`src/rtl/digit_serial_addsub.sv`:
```
// digit_serial_addsub: digit-serial two's-complement adder/subtractor.
// Processes DIGIT bits per clock, least significant digit first.
// The result and flags become valid with a one-cycle done pulse,
// N = WIDTH/DIGIT cycles after the start is accepted.
// WIDTH must be an integer multiple of DIGIT, and DIGIT must be at least 1.
module digit_serial_addsub #(
  parameter int WIDTH = 16,
  parameter int DIGIT = 4
) (
  input  logic             clk,
  input  logic             rst,
  input  logic             start,
  input  logic             sub,
  input  logic [WIDTH-1:0] a,
  input  logic [WIDTH-1:0] b,
  output logic             busy,
  output logic             done,
  output logic [WIDTH-1:0] result,
  output logic             cout,
  output logic             ovf,
  output logic             zero
);

  localparam int N  = WIDTH / DIGIT;
  localparam int CW = (N > 1) ? $clog2(N) : 1;
  localparam logic [CW-1:0] LAST = CW'(N - 1);

  typedef enum logic [1:0] {
    IDLE = 2'd0,
    RUN  = 2'd1,
    DONE = 2'd2
  } state_t;

  state_t           state_q;
  logic [CW-1:0]    cnt_q;
  logic             carry_q;

  // Operand shift registers.
  // The b register holds the operand already inverted for subtraction.
  logic [WIDTH-1:0] a_q;
  logic [WIDTH-1:0] b_q;

  logic [WIDTH-1:0] result_q;
  logic             cout_q;
  logic             ovf_q;
  logic             zero_q;

  logic [DIGIT-1:0]       a_dig;
  logic [DIGIT-1:0]       b_dig;
  logic [DIGIT:0]         dsum;
  logic [WIDTH+DIGIT-1:0] res_shift;
  logic [WIDTH-1:0]       result_d;
  logic                   msb_cin;

  // Per-digit adder.
  // The new digit enters the result at the top, so after N shifts
  // the first digit ends up at the bottom.
  always_comb begin
    a_dig     = a_q[DIGIT-1:0];
    b_dig     = b_q[DIGIT-1:0];
    dsum      = {1'b0, a_dig} + {1'b0, b_dig} + {{DIGIT{1'b0}}, carry_q};
    res_shift = {dsum[DIGIT-1:0], result_q};
    result_d  = res_shift[WIDTH+DIGIT-1:DIGIT];
    // Carry into the digit MSB, recovered from sum = a ^ b ^ cin.
    // On the last digit this is the carry into bit WIDTH-1.
    msb_cin   = a_dig[DIGIT-1] ^ b_dig[DIGIT-1] ^ dsum[DIGIT-1];
  end

  // Control FSM together with the operand, result and flag registers.
  always_ff @(posedge clk) begin
    if (rst) begin
      state_q  <= IDLE;
      cnt_q    <= '0;
      carry_q  <= 1'b0;
      a_q      <= '0;
      b_q      <= '0;
      result_q <= '0;
      cout_q   <= 1'b0;
      ovf_q    <= 1'b0;
      zero_q   <= 1'b0;
    end else begin
      case (state_q)
        IDLE, DONE: begin
          if (start) begin
            a_q     <= a;
            b_q     <= sub ? ~b : b;
            carry_q <= sub;
            cnt_q   <= '0;
            state_q <= RUN;
          end else begin
            state_q <= IDLE;
          end
        end
        RUN: begin
          a_q      <= a_q >> DIGIT;
          b_q      <= b_q >> DIGIT;
          result_q <= result_d;
          carry_q  <= dsum[DIGIT];
          if (cnt_q == LAST) begin
            cnt_q   <= '0;
            cout_q  <= dsum[DIGIT];
            ovf_q   <= msb_cin ^ dsum[DIGIT];
            zero_q  <= (result_d == '0);
            state_q <= DONE;
          end else begin
            cnt_q <= cnt_q + CW'(1);
          end
        end
        default: state_q <= IDLE;
      endcase
    end
  end

  assign busy   = (state_q == RUN);
  assign done   = (state_q == DONE);
  assign result = result_q;
  assign cout   = cout_q;
  assign ovf    = ovf_q;
  assign zero   = zero_q;

endmodule

```
`config.mk`:
```
export PLATFORM = sky130hd
export DESIGN_NAME = digit_serial_addsub
export DESIGN_NICKNAME = d
export VERILOG_FILES = /design/src/rtl/digit_serial_addsub.sv
export SDC_FILE = /design/constraint.sdc
export NUM_CORES = 1
export LEC_CHECK = 0
export CORE_MARGIN = 3
export CORE_UTILIZATION = 35
export CTS_CLUSTER_SIZE = 20
export DETAILED_ROUTE_END_ITERATION = 7
export SLEW_MARGIN = 15
export SYNTH_ARGS = -nofsm -noshare
export SYNTH_HDL_FRONTEND = slang
export SYNTH_SLANG_ARGS = --single-unit
```
`constraint.sdc`:
```
create_clock -name clk -period 3 [get_ports clk]
set_input_delay 0.45 -clock clk [delete_from_list [all_inputs] [get_ports clk]]
set_output_delay 0.45 -clock clk [all_outputs]
set_load 0.02 [all_outputs]
```
-- Yosys cells after proc, flatten, opt, wreduce, memory -nomap -nowiden
Cells that the tools add are included.
- add/subtract/negate cells: 3
- $lt $le $gt $ge: 0
- shift-type cells: 0
- multiply operators: 0
- eq/ne operators: 5
- divide/modulo/power cells: 0
- bitwise gates (word level): 4
- multiplexer cells: 13
- reductions and logical operators: 6
- operator list (cell ; number):
    16-bit case mux with 2 select lines ; 2
    16-bit 2-to-1 mux ; 3
    16-bit logical NOT ; 1
    16-bit inverter ; 1
    2-bit case mux with 2 select lines ; 2
    2-bit 2-to-1 mux ; 3
    4-bit by 4-bit adder with 5-bit output ; 1
    5-bit by 1-bit adder with 5-bit output ; 1
    2-bit equality test (second input constant) ; 2
    2-bit AND reduction ; 2
    1-bit bitwise XOR ; 3
    2-bit by 1-bit adder with 2-bit output (second input constant) ; 1
    2-bit by 1-bit equality test with 1-bit output (second input constant) ; 1
    2-bit logical NOT ; 1
    1-bit 2-to-1 mux ; 2
    2-bit by 1-bit inequality test with 1-bit output (second input constant) ; 1
    2-bit inequality test (second input constant) ; 1
    1-bit case mux with 2 select lines ; 1
    2-bit nonzero test ; 1
    2-bit OR reduction ; 1
- register bits: 56
- memories: 0
- output and inout bits: 21
- RAM bits: 0
- bits in latches: 0
- bits in read-only memories: 0
- input bits: 36
- logic and storage cells: 40

-- Depth between registers and ports, before layout
- depth in word-level cells: 4
- mapped depth: 7

-- Least setup slack after synthesis
OpenSTA, ideal clock, no wires.
- kind: reg-to-reg
- from: reg carry_q
- to: reg zero_q (netlist: zero)
- period minus slack after synthesis: 1.994 ns
- cell stages (with the launch flop): 7
- arrival time: 1.925 ns
- setup slack: 1.006 ns
- buffers on the path: 0
- path through: dfxtp_1 inv_1 fa_1 fa_1 nand4_1 or4_1 o21ai_1
- cells in the longest elaborated chain, start to end: 2
- ends and longest elaborated chain (what ; RTL line ; source):
    start: declaration ; 36 ; logic carry_q;
    start signal: assignment ; 87 ; carry_q <= sub;
    start signal: assignment ; 98 ; carry_q <= dsum[DIGIT];
    5-bit by 1-bit adder with 5-bit output ; 61 ; dsum = {1'b0, a_dig} + {1'b0, b_dig} + {{DIGIT{1'b0}}, carry_q};
    16-bit logical NOT ; 103 ; zero_q <= (result_d == '0);
    end signal: assignment ; 103 ;
    end: declaration ; 46 ; logic zero_q;
Every way passes these cells.
A chain may end at the register's enable or synchronous reset.

-- Final worst setup path
- from: reg carry_q
- to: reg ovf_q (netlist: ovf)
- cells in the longest elaborated chain, start to end: 3
- ends and longest elaborated chain (what ; RTL line ; source):
    5-bit by 1-bit adder with 5-bit output * ; 61 ;
    1-bit bitwise XOR ; 66 ; msb_cin = a_dig[DIGIT-1] ^ b_dig[DIGIT-1] ^ dsum[DIGIT-1];
    1-bit bitwise XOR * ; 102 ; ovf_q <= msb_cin ^ dsum[DIGIT];
    end signal: assignment ; 102 ;
    end: declaration ; 45 ; logic ovf_q;
Every way passes the cells marked *; elsewhere a longest branch is shown, timed or not.

==> metrics <==
CP max FO 3; setup tns final 0 ns; hold buffer count at cts 0; Netlist cell types 28; Non-Filler Instances 406; Pwr Density 502.2 nW/um^2; Yosys top cell by area dfxtp_1; Die X 88.50 um; P_leak 1.117 nW; top cell type's share of synthesized area 0.4706; clock latency on the worst-skew pair 0.31 ns; CTS sink cnt 56; CTS Buf Count 5; Min Clock Period, post-route 2.140 ns; die area 7832 um^2; pin count of the biggest net entering global routing 55; placed cells 398; drt drc 0; clk root buf clkbuf_8; maximum clock frequency 0.4673 GHz; Worst Path Required 3.22 ns; post-synthesis cell area 2382 um^2; Maximum Capacitance Violations 0; Adder-Cell Fraction of Synth Area 0.03782; via count 2,039; Area Overhead vs Synth 29.83%; DPL Wire Length 3533 um; Synth area leaders dfxtp_1 47%, a22oi_1 11%, a21oi_1 9.0%; H-tree level count 2; Initial Util 0.3688; largest family of logic cells by synthesized area compound AO/OA/AOI/OAI gates; synth warn 0; worst slew pin tran 0.9086 ns; Seq/Total Area, Yosys 0.4706; Clock Path Buffers 2; final hold slack 0.4552 ns; Simple-Gate Fraction of Synth Area 0.1528; FF+latch count, synth 56; core area 6459 um^2; worst-case clock skew 0.002974 ns; cells after synthesis 281; worst slack, placed 0.8461 ns; Synth Area in XOR/XNOR 0.06985; Hold Path Class register to register; postcts setup bufs 0; gp weighted congestion 0.8062; TritonCTS clock tree yes; Nets 370; initial antenna violation count 0; final setup fails 0; DR vias/cell 5.022; Post-Route WL 5258 um; Port Buf Inserts 56; Final ANT Viol Nets 0; Worst Setup End Kind register; vias in the first global route 1,900; Fin. Hold Viols 0; Tcrit/Tclk final 0.7133; Iteration-0 DRC Markers 103; Synth Net Count 323; Final WS setup 0.8602 ns; synthesized area per cell 8.478 um^2; IO Count 57; Synth Area in Compound Gates 0.2153; Max Slew Vio Count 0; die height 88.50 um; kind of critical path register to register; post-synthesis mux area share 0; row count 29; Worst slew margin 0.3923; post-CTS resize count 0; Startpoint Class register; WP data arrival 2.36 ns; post-DR wirelength/cell 12.95 um; worst vdd ir 0.0002252 V; diode count 0; remaining global-route overflow 0; commonest non-fill, non-tap cell in the layout dfxtp_1; status completed; Overall Power 0.001553 W; Tot GR Track Use 0.1414; clock slew at reported path FFs 0.09 ns; unrepaired setup endpoints after global routing no; first-pass GRT wire length 8790 um; Pre-Repair DR Iteration Count 4; most frequent cells in the layout 56 x dfxtp_1, 55 x clkdlybuf4s50_1, 52 x nand2_1; layout cells sized above 1 0.05775
worst max-delay path: stages (launching register included):
cell	delay [ns]
dfxtp_1	0.34
inv_1	0.06
fa_1	0.45
fa_1	0.41
nand2b_1	0.16
a21oi_1	0.24
xnor2_1	0.12
a311oi_1	0.27
synth_stat cells:
| master | n |
|---|---|
| nor2_2 | 1 |
| clkbuf_1 | 13 |
| ha_1 | 4 |
| xnor2_1 | 2 |
| a22oi_1 | 34 |
| nor3_1 | 2 |
| o21ai_1 | 2 |
| nand2_2 | 1 |
| clkinv_4 | 1 |
| nand2_1 | 52 |
| and3_1 | 1 |
| nor2b_1 | 2 |
| buf_2 | 8 |
| buf_4 | 1 |
| a311oi_1 | 1 |
| a21oi_1 | 43 |
| dfxtp_1 | 56 |
| inv_1 | 6 |
| a31o_2 | 1 |
| or4_1 | 1 |
| a211oi_1 | 2 |
| nor2_1 | 21 |
| nand4_1 | 1 |
| fa_1 | 2 |
| nand2b_1 | 2 |
| xor2_1 | 17 |
| nor4_1 | 2 |
| nand3_1 | 2 |
metal layers:
layer	vias up	share of wire	track usage
met5	-	0	0
met4	0	0.0095	0.03434
met3	6	0.058	0.04469
met2	50	0.47	0.2284
met1	929	0.46	0.1848
li1	1054	-	-
registers in the layout, indices dropped and copies added, names as in the netlist:
signal	count
a_q	16
b_q	16
carry_q	1
cnt_q	2
cout	1
ovf	1
result	16
state_q	2
zero	1
power breakdown:
group / switching, W / internal [W]
Combinational: 0.000139 / 0.000121
Clock: 0.000236 / 0.000248
Sequential: 0.0000255 / 0.000784
path summary, 6_finish.rpt:
| check | startpoint | to | slack (ns) | cells past startpoint |
|---|---|---|---|---|
| setup reg to reg | carry_q | ovf | 0.86 | 7 |
| setup / recovery | carry_q | ovf | 0.86 | 7 |
| hold / removal | result[3] | result[3] | 0.46 | 2 |
| hold reg to reg | result[3] | result[3] | 0.46 | 2 |
stage by stage:
stage,area [um^2],utilization
final,3093,0.4789
after global routing,3093,0.4789
after CTS,3093,0.4789
after detailed placement,2985,0.4622
after global placement,2985,0.4622
after floorplan,2382,-
cell type report:
type / count / area (um^2)
inverter: 7 / 31.28
multi-input combinational: 196 / 1136
sequential: 56 / 1121
clock buffer: 6 / 72.57
fill: 644 / 3366
tap: 77 / 96.34
clock inverter: 2 / 35.03
timing repair buffer: 62 / 600.6
kinds of logic (layout without fill, tap and decap cells):
| family | after synthesis | count (layout) |
|---|---|---|
| AOI/OAI and AO/OA | 83 | 83 |
| DFF | 56 | 56 |
| xor gates and xnor gates | 19 | 19 |
| and+or+nand+nor | 88 | 88 |
| buffers and inverters | 29 | 77 |
| adders and majority gates | 6 | 6 |
Power figures use the tool's default switching activity.
==> edit 1: new RTL, same flow settings <==
Set the parameter `DIGIT` to 2 (it was 4).
--- a/src/rtl/digit_serial_addsub.sv
+++ b/src/rtl/digit_serial_addsub.sv
@@ -5,7 +5,7 @@
 // WIDTH must be an integer multiple of DIGIT, and DIGIT must be at least 1.
 module digit_serial_addsub #(
   parameter int WIDTH = 16,
-  parameter int DIGIT = 4
+  parameter int DIGIT = 2
 ) (
   input  logic             clk,
   input  logic             rst,
Behaviour: not the same (Yosys sat finds a counterexample within 4 cycles, from zero or initial values and one cycle with rst high).
==> edit 1 against the original RTL <==
Worst setup slack worse by 0.20 ns; global-route usage up 0.88 points; sequential cell count grew 1; area after synthesis increased by 7.0%; critical path depth down 4; routed wire length is 13% higher; critical path type is now reg -> out; cell area is 5.3% higher; total power grew 14%.
==> edit 1: results <==
group,metric,value,unit
status,status,"finished clean",
grt,grt_max_degree,53,
pwr,max-vdd-ir-drop,0.2960,mV
logic_synthesis,syn_nets,329,
logic_synthesis,syn_area_per_cell,8.850,um^2
routing,wl_met1,2672,um
grt,first_global_vias,2142,
worst_setup_path,arrival,1.89,ns
worst_setup_path,r2r_cells,6,
logic_synthesis,synth_cell_types,29,
routing,drtIter0Drc,137,
grt,grt_pass1_wl,10210,um
final_layout,nNetsFinal,373,
clocking,cts_buffers,9,
pwr,leakage,1.129,nW
timing,fin_skew,0.005115,ns
clocking,cts.reportedPaths.clkPinSlew,0.06,ns
routing,vias_per_cell,5.055,
placement,place_area,3067,um^2
logic_synthesis,ys_top_cells_by_count,"57 x dfxtp_1, 50 x a21oi_1, 35 x nand2_1, 35 x nand3_1, 28 x a22oi_1",
routing,route.met3.wl,316,um
logic_synthesis,seq_area_frac_synth,44.77,%
logic_synthesis,yosys-top-cells-area,"dfxtp_1 45%, a21oi_1 9.8%, a22oi_1 8.2%, nand3_1 6.9%, xor2_1 5.8%",
placement,globalplace.congestion,0.7204,
clocking,clock_tree.htree_level_count,3,
final_layout,drive_gt1_share,7.122,%
edit 1: cell types whose count changed after synthesis, moves of 3 or more:
cell	unedited run	this run
nor2_1	21	7
a22oi_1	34	28
clkbuf_1	13	4
nand2_1	52	35
buf_6	0	9
nand3_1	2	35
nand3b_1	0	3
a21oi_1	43	50
edit 1: final cells by class:
type | instances | area [um^2]
fillers | 708 | 3689
multi-input cells | 198 | 1192
flip-flops and latches | 57 | 1141
repair buffers | 60 | 585.6
clock buffers | 13 | 148.9
well taps | 96 | 120.1
clock inverters | 3 | 40.04
inverters | 6 | 27.53
edit 1: critical path, cell delays in order (launching register included):
cell	delay [ns]
dfxtp_1	0.43
nand2b_2	0.13
inv_6	0.32
clkdlybuf4s50_1	0.69
edit 1: path summary, 6_finish.rpt:
kind | start | endpoint | slack [ns]
worst max-delay path | state_q[0] | busy | 0.66
worst max register to register | carry_q | ovf | 0.97
worst min register to register | result[0] | result[0] | 0.45
worst min-delay path | result[0] | result[0] | 0.45
edit 1: logic make-up (layout without fill, tap and decap cells):
| kind of cell | after synthesis | in the layout | synth area share [%] |
|---|---|---|---|
| adders and majority gates | 5 | 5 | 3.044 |
| buffers and inverters | 33 | 82 | 8.640 |
| AOI/OAI and AO/OA | 86 | 86 | 21.21 |
| xor gates and xnor gates | 17 | 17 | 5.842 |
| DFF | 57 | 57 | 44.77 |
| and+or+nand+nor | 90 | 90 | 16.50 |
edit 1: per-layer routing:
metal / vias up / track usage, %
li1: 1101 / -
met1: 1039 / 18.28
met2: 44 / 24.52
met3: 5 / 6.048
met4: 0 / 4.146
met5: - / 0
edit 1: where the power goes:
part | leakage [nW] | switching (mW) | total, mW | internal, mW
sequential | 0.465 | 0.0244 | 0.822 | 0.797
combinational | 0.566 | 0.144 | 0.259 | 0.115
clock | 0.0974 | 0.280 | 0.685 | 0.404
total | 1.13 | 0.449 | 1.77 | 1.32
==> edit 2: new RTL, same flow settings <==
Made on the original files. Re-encode `state_t` (3 states) as one-hot, 3 bits wide.
--- a/src/rtl/digit_serial_addsub.sv
+++ b/src/rtl/digit_serial_addsub.sv
@@ -25,10 +25,10 @@
   localparam int CW = (N > 1) ? $clog2(N) : 1;
   localparam logic [CW-1:0] LAST = CW'(N - 1);
 
-  typedef enum logic [1:0] {
-    IDLE = 2'd0,
-    RUN  = 2'd1,
-    DONE = 2'd2
+  typedef enum logic [2:0] {
+    IDLE = 3'b001,
+    RUN  = 3'b010,
+    DONE = 3'b100
   } state_t;
 
   state_t           state_q;
Check against the original RTL: no difference found for any inputs over 10 cycles, from zero or initial values and one cycle with rst high; not proved beyond that.
==> edit 2 against the original RTL <==
Area after synthesis rose by 5.2%; combinational power shrank 14%; worst setup slack lost 0.064 ns; critical path depth down 4; total power is 11% higher; routed wire length increased by 4.5%; sequential cell count up 1; cell count grew 5.4%; cell area up 5.8%; maximum frequency is 2.9% lower.
==> edit 2: results <==
group,metric,value,unit
routing,route.met3.wl,397,um
worst_setup_path,arrival,1.75,ns
logic_synthesis,yosys_warnings,0,
logic_synthesis,ys_top_cells_by_count,"57 x dfxtp_1, 47 x nand2_1, 34 x a21oi_1, 26 x nor2_1",
worst_setup_path,r2r_cells,6,
routing,drt_pass1_iterations,4,
logic_synthesis,yosys-top-cells-area,"dfxtp_1 46%, nand2_1 7.0%, a21oi_1 6.8%, mux2i_1 5.6%, xor2_1 4.9%",
status,status,"finished clean",
routing,via_count,2088,
timing,slew-limit-headroom,41.10,%
logic_synthesis,synth_top_area_share,45.53,%
clocking,clockBufferDepth,2,
logic_synthesis,syn_inst,278,
grt,grt_pass1_wl,9121,um
routing,drtIter0Drc,111,
worst_setup_path,worst_path_max_delay_cell,"clkdlybuf4s50_1",
timing,min_period,2.204,ns
worst_setup_path,max_stage_delay,0.60,ns
grt,antenna_found_initial,0,
logic_synthesis,syn_nets,320,
pwr,leakage,1.238,nW
clocking,cts_buffers,9,
timing,fin_skew,0.006373,ns
clocking,clock_tree.htree_level_count,3,
worst_hold_path,hp-class,"reg -> reg",
pwr,max-vdd-ir-drop,0.2638,mV
clocking,cts_resized,0,
worst_setup_path,regToRegSetupSlack,0.86,ns
clocking,clk_latency,0.34,ns
logic_synthesis,synth_cell_types,32,
logic_synthesis,seq_area_frac_synth,45.53,%
placement,hpwl,3711,um
grt,grtUsageTotal,13.90,%
routing,vias_per_cell,4.879,
placement,place_ws,0.7204,ns
placement,globalplace.congestion,0.7232,
final_layout,fillers,672,
placement,dpl.cell_count,412,
final_layout,drive_gt1_share,7.229,%
final_layout,nNetsFinal,369,
routing,postRouteAntennaNets,0,
routing,routedWlPerCell,12.84,um
routing,wl_met2,2531,um
timing,finalSetupViolations,0,
grt,grt_max_degree,42,
placement,place_area,3079,um^2
grt,first_global_vias,1919,
clocking,cts.reportedPaths.clkPinSlew,0.06,ns
worst_setup_path,cpLargestDelayFamily,"buffers and inverters",
routing,wl_met1,2504,um
## edit 2: through the flow
step / hold WS (ns) / total power [mW]
3_5_place_dp: 0.4469 / 1.064
6_report: 0.4516 / 1.723
2_1_floorplan: 0.4368 / 0.9871
5_1_grt: 0.4714 / 1.806
3_3_place_gp: 0.4427 / 1.060
4_1_cts: 0.4553 / 1.744
## edit 2: cells by family after synthesis
family,share of synthesized area (%)
DFF,45.53
xor gates and xnor gates,6.990
adders and majority gates,3.595
AOI/OAI and AO/OA,19.07
muxes,5.591
and+or+nand+nor,13.43
buffers and inverters,5.791
## edit 2: final timing paths
kind / startpoint / end
setup / recovery: state_q[2] / busy
hold / removal: result[0] / result[0]
setup reg to reg: carry_q / ovf
hold reg to reg: result[0] / result[0]
## edit 2: power by group
| part | internal, mW | switching (mW) | total, mW | leakage (nW) |
|---|---|---|---|---|
| registers | 0.797 | 0.0234 | 0.821 | 0.465 |
| logic | 0.112 | 0.112 | 0.224 | 0.670 |
| clock network | 0.387 | 0.291 | 0.679 | 0.102 |
| total | 1.30 | 0.427 | 1.72 | 1.24 |
## edit 2: layout make-up
class	instances	area [um^2]	area share, %
multi-input combinational	196	1221	37.32
sequential	57	1141	34.88
timing repair buffer	60	585.6	17.90
clock buffer	14	182.7	5.583
tap	96	120.1	3.671
inverter	3	11.26	0.3442
clock inverter	2	10.01	0.3059
## edit 2: worst reg2reg max path: cells and delay by family, from the launching register on
family                   cells  cell delay [ns]
XOR/XNOR                     1             0.11
AO/OA/AOI/OAI                3             0.72
adder cells (fa/ha/maj)      2             0.88
flip-flops                   1             0.33
## edit 2: metal layers
metal  global-route usage, %  vias to the layer above
li1                        -                     1063
met1                   17.29                      952
met2                   21.62                       65
met3                   5.917                        8
met4                   4.592                        0
met5                       0                        -
